--- src/rtl/bitperm_pkg.sv ---
// rtl/bitperm_pkg.sv - shared mode encodings for the bit permutation pipeline
package bitperm_pkg;

    localparam logic [1:0] MODE_BITREV  = 2'd0;
    localparam logic [1:0] MODE_BYTESWP = 2'd1;
    localparam logic [1:0] MODE_BYTEREV = 2'd2;
    localparam logic [1:0] MODE_PASS    = 2'd3;

endpackage

--- src/rtl/bit_permute_core.sv ---
// rtl/bit_permute_core.sv - combinational mode-selected bit/byte permutation
//   data   in   WIDTH  word to permute
//   mode   in   2      permutation select (bitperm_pkg MODE_*)
//   result out  WIDTH  permuted word
module bit_permute_core
    import bitperm_pkg::*;
#(
    parameter int WIDTH = 32
) (
    input  logic [WIDTH-1:0] data,
    input  logic [1:0]       mode,
    output logic [WIDTH-1:0] result
);

    localparam int BYTES = WIDTH / 8;

    if ((WIDTH % 8) != 0 || WIDTH < 8) begin : g_bad_width
        $error("bit_permute_core: WIDTH must be a multiple of 8 and at least 8");
    end

    logic [WIDTH-1:0] bitrev;
    logic [WIDTH-1:0] byteswp;
    logic [WIDTH-1:0] byterev;

    // All three candidate permutations are pure wiring; only the final mux costs logic.
    for (genvar i = 0; i < WIDTH; i++) begin : g_bit
        assign bitrev[i]  = data[WIDTH-1-i];
        assign byteswp[i] = data[(BYTES-1-(i/8))*8 + (i%8)];
        assign byterev[i] = data[(i/8)*8 + 7 - (i%8)];
    end

    always_comb begin
        result = data;
        case (mode)
            MODE_BITREV:  result = bitrev;
            MODE_BYTESWP: result = byteswp;
            MODE_BYTEREV: result = byterev;
            MODE_PASS:    result = data;
            default:      result = data;
        endcase
    end

endmodule

--- src/rtl/bit_permute_pipe.sv ---
// rtl/bit_permute_pipe.sv - two-stage valid/ready pipelined bit/byte permutation unit
//   clk        in   1      rising-edge clock
//   rst        in   1      synchronous active-high reset
//   in_valid   in   1      producer presents in_data/in_mode
//   in_ready   out  1      unit accepts this cycle
//   in_data    in   WIDTH  word to permute
//   in_mode    in   2      permutation select for this word
//   out_valid  out  1      out_data holds a result
//   out_ready  in   1      consumer accepts this cycle
//   out_data   out  WIDTH  permuted word
//   out_mode   out  2      mode the word was processed with
module bit_permute_pipe
    import bitperm_pkg::*;
#(
    parameter int WIDTH = 32
) (
    input  logic             clk,
    input  logic             rst,
    input  logic             in_valid,
    output logic             in_ready,
    input  logic [WIDTH-1:0] in_data,
    input  logic [1:0]       in_mode,
    output logic             out_valid,
    input  logic             out_ready,
    output logic [WIDTH-1:0] out_data,
    output logic [1:0]       out_mode
);

    logic             s1_v;
    logic [WIDTH-1:0] s1_data;
    logic [1:0]       s1_mode;
    logic             s1_rdy;
    logic             s2_rdy;
    logic [WIDTH-1:0] perm_data;

    // A stage may load when it is empty or its contents leave this same cycle,
    // so a full pipe with out_ready=1 still takes one word per cycle.
    assign s2_rdy   = !out_valid || out_ready;
    assign s1_rdy   = !s1_v || s2_rdy;
    assign in_ready = s1_rdy;

    bit_permute_core #(
        .WIDTH (WIDTH)
    ) u_core (
        .data   (s1_data),
        .mode   (s1_mode),
        .result (perm_data)
    );

    always_ff @(posedge clk) begin
        if (rst) begin
            s1_v      <= 1'b0;
            s1_data   <= '0;
            s1_mode   <= MODE_BITREV;
            out_valid <= 1'b0;
            out_data  <= '0;
            out_mode  <= MODE_BITREV;
        end else begin
            if (s1_rdy) begin
                s1_v <= in_valid;
                if (in_valid) begin
                    s1_data <= in_data;
                    s1_mode <= in_mode;
                end
            end
            // Data registers only load with a real word so out_data holds its
            // last value while out_valid is low.
            if (s2_rdy) begin
                out_valid <= s1_v;
                if (s1_v) begin
                    out_data <= perm_data;
                    out_mode <= s1_mode;
                end
            end
        end
    end

endmodule
--- config.mk ---
export PLATFORM = sky130hd
export DESIGN_NAME = bit_permute_pipe
export DESIGN_NICKNAME = d
export VERILOG_FILES = /design/src/rtl/bitperm_pkg.sv /design/src/rtl/bit_permute_core.sv /design/src/rtl/bit_permute_pipe.sv
export SDC_FILE = /design/constraint.sdc
export NUM_CORES = 1
export LEC_CHECK = 0
export ABC_AREA = 0
export BUFFER_PORTS_ARGS = -buffer_cell sky130_fd_sc_hd__buf_2
export CAP_MARGIN = 20
export CELL_PAD_IN_SITES_DETAIL_PLACEMENT = 0
export CELL_PAD_IN_SITES_GLOBAL_PLACEMENT = 1
export CORE_MARGIN = 2
export CORE_UTILIZATION = 39
export CTS_CLUSTER_SIZE = 30
export DETAILED_ROUTE_END_ITERATION = 10
export PLACE_DENSITY_LB_ADDON = 0.15
export REMOVE_ABC_BUFFERS = 1
export SLEW_MARGIN = 15
export SYNTH_ARGS = -nofsm -noshare
export SYNTH_HDL_FRONTEND = slang
export SYNTH_HIERARCHICAL = 1
export SYNTH_SLANG_ARGS = --single-unit
--- constraint.sdc ---
create_clock -name clk -period 1.5 [get_ports clk]
set_input_delay 0.225 -clock clk [delete_from_list [all_inputs] [get_ports clk]]
set_output_delay 0.225 -clock clk [all_outputs]
set_load 0.005 [all_outputs]
==> results.sh <==
export IMPL_crit_family="flip-flops"
export IMPL_antenna_found_initial=0
export IMPL_worstPathArrival_ps=1210
export IMPL_drc_errors=0
export IMPL_hold_viol=0
export IMPL_cp_start_kind="flip-flop"
export IMPL_relSlewSlack=0.756
export IMPL_crit_path_max_fanout=7
export IMPL_min_period_over_period=0.954
export IMPL_rr_startpoint="s1_mode[0]"
export IMPL_ir_drop_mv=0.438
export IMPL_critPathLaunch="out_valid"
export IMPL_p_leak_nw=1.75
export IMPL_grt_pass1_vias=2650
export IMPL_via_per_inst=5.13
export IMPL_synth_cells=352
export IMPL_wl_per_cell_um=14.6
export IMPL_yosysSeqAreaShare=0.374
export IMPL_setup_tns_final_ps=0
export IMPL_vias=2830
export IMPL_synth_compound_area_frac=0.0965
export IMPL_wl_um=8070
export IMPL_max_freq_ghz=0.699
export IMPL_cts_clk_slew_worst_paths_ps=70
export IMPL_end_kind="primary output"
export IMPL_setup_viol_count_final=0
export IMPL_min_from="in_data[10]"
export IMPL_synth_top_area_frac=0.374
export IMPL_cts_sinks=70
export IMPL_setup_ws_ps=68.5
export IMPL_yosys_top_cells_area="dfxtp_1 37%, mux4_2 19%, nand2b_1 11%"
export IMPL_avgSynthCellArea_um2=10.6
export IMPL_cts_root_buf="clkbuf_8"
export IMPL_grt_overflow_total=0
export IMPL_ios=74
export IMPL_fin_crit_ps=1430
export IMPL_start_util=0.404
export IMPL_fin_skew_ps=5.69
export IMPL_grt_usage=0.160
export IMPL_drtIter0Drc=122
export IMPL_synthesis_area_um2=3750
export IMPL_clock_latency_ps=330
export IMPL_maxSlewViolCount=0
export IMPL_crit_slowest_cell="dfxtp_1"
export IMPL_p_per_area_nw_per_um2=896
export IMPL_core_area_um2=9280
export IMPL_gp_congestion=0.739
export IMPL_grt_pass1_wl_um=13000
export IMPL_nets=458
export IMPL_die_w_um=102
export IMPL_die_area_um2=10400
export IMPL_hp_class="in2reg"
export IMPL_grt_max_degree=100
export IMPL_syn_to_final_growth_pct=17.6
export IMPL_timing_hold_ws_ps=143
export IMPL_portBuffers=73
export IMPL_muxShareOfSynthArea=0.284
export IMPL_cp_required_ps=1270
export IMPL_postRouteAntennaNets=0
export IMPL_synth_seq_cells=70
export IMPL_dpl_worst_slack_ps=124
export IMPL_yosys_area_share_simple=0.167
export IMPL_cts_tree="built"
export IMPL_place_inst=533
export IMPL_critPathBufInv=2
export IMPL_cts_buffer_depth=2
export IMPL_synth_top_area_cell="dfxtp_1"
export IMPL_die_h_um=102
export IMPL_max_stage_delay_ps=340
export IMPL_status="completed"
export IMPL_worst_pin_slew_ps=366
export IMPL_dp_hpwl_um=5280
export IMPL_synthAdderAreaFrac=0
export IMPL_first_pass_iters=4
export IMPL_n_antenna_cell=0
export IMPL_yosysUniqueCellTypes=20
export IMPL_worstPathCellList="nor2b_4 -> buf_12 -> nand2_1 -> buf_2"
export IMPL_timing_worst_setup_path_type="reg2out"
export IMPL_yosysWarnings=6
export IMPL_cts_buffers=9
export IMPL_synth_xor_area_frac=0
export IMPL_cts_max_level=3
export IMPL_stdcell_count=552
export IMPL_drv_cap=0
export IMPL_drive_above_1_share=0.336
export IMPL_rows=35
export IMPL_synth_top_family_by_area="multiplexers"
==> power by group <==
group          internal (mW)  switching [mW]  leakage [nW]
Combinational          0.357           0.271          1.10
Clock                  0.624           0.661        0.0821
Sequential              1.95          0.0834         0.573
==> cells in the mapped netlist (all sizes together) <==
cell type,n
mux2i,34
or2b,1
nand3,34
a21boi,1
nand2,1
clkbuf,15
nand2b,68
nor2,1
buf,23
a21oi,36
nor2b,1
inv,1
o21ai,34
dfxtp,70
mux4,32
==> routing by layer <==
layer,part of all wire,GRT usage
met5,0,0
met4,0.0087,0.0369
met3,0.042,0.0479
met2,0.48,0.258
met1,0.47,0.214
==> placed cells by master, fill, tap and decap left out, drive strengths merged, types with 2 or more instances in the layout <==
master,n
nand3,34
o21ai,34
dfxtp,70
clkbuf,13
nand2b,68
mux2i,34
clkinv,2
buf,94
a21oi,36
mux4,32
==> path summary, 6_finish.rpt <==
| path | end | slack [ps] | cells past startpoint |
|---|---|---|---|
| max reg2reg | out_data[28] | 130 | 4 |
| min | s1_data[10] | 140 | 3 |
| max | in_ready | 70 | 4 |
| min reg2reg | out_data[3] | 480 | 2 |
==> cells by family after synthesis <==
| logic type | count (synthesis) |
|---|---|
| buffers and inverters | 39 |
| DFF | 70 |
| AOI/OAI and AO/OA | 71 |
| muxes | 66 |
| and+or+nand+nor | 106 |
==> tightest hold or removal path: stages <==
cell	delay [ps]
buf_2	90
nand2b_1	50
mux2i_1	60
==> per-stage QoR <==
step                      area [um2]  total power [mW]   util
after global placement          4180              2.69  0.451
after CTS                       4350              4.00  0.469
after detailed placement        4180              2.70  0.451
after global routing            4410              4.15  0.475
final                           4410              3.95  0.475
after floorplan                 3460              2.44      -
==> final cells by class <==
type / instances / area [um2]
multi-input cells: 243 / 2060
clock buffers: 12 / 145
inverters: 1 / 3.75
flip-flops and latches: 70 / 1400
fillers: 944 / 4880
well taps: 129 / 161
repair buffers: 95 / 623
clock inverters: 2 / 10.0
==> flip-flops by register name (all words and copies together), names as in the netlist <==
| signal | count |
|---|---|
| out_data | 32 |
| out_mode | 2 |
| out_valid | 1 |
| s1_data | 32 |
| s1_mode | 2 |
| s1_v | 1 |
==> timing repair <==
| action | 4_1_cts | 5_1_grt |
|---|---|---|
| cloned | 0 | 1 |
| resized for setup | 2 | 1 |
| hold buffers | 0 | 0 |
| setup buffers | 1 | 3 |
| hold endpoints to repair | 0 | 0 |
| setup endpoints to repair | 1 | 1 |
(Power assumes the default switching activity.)
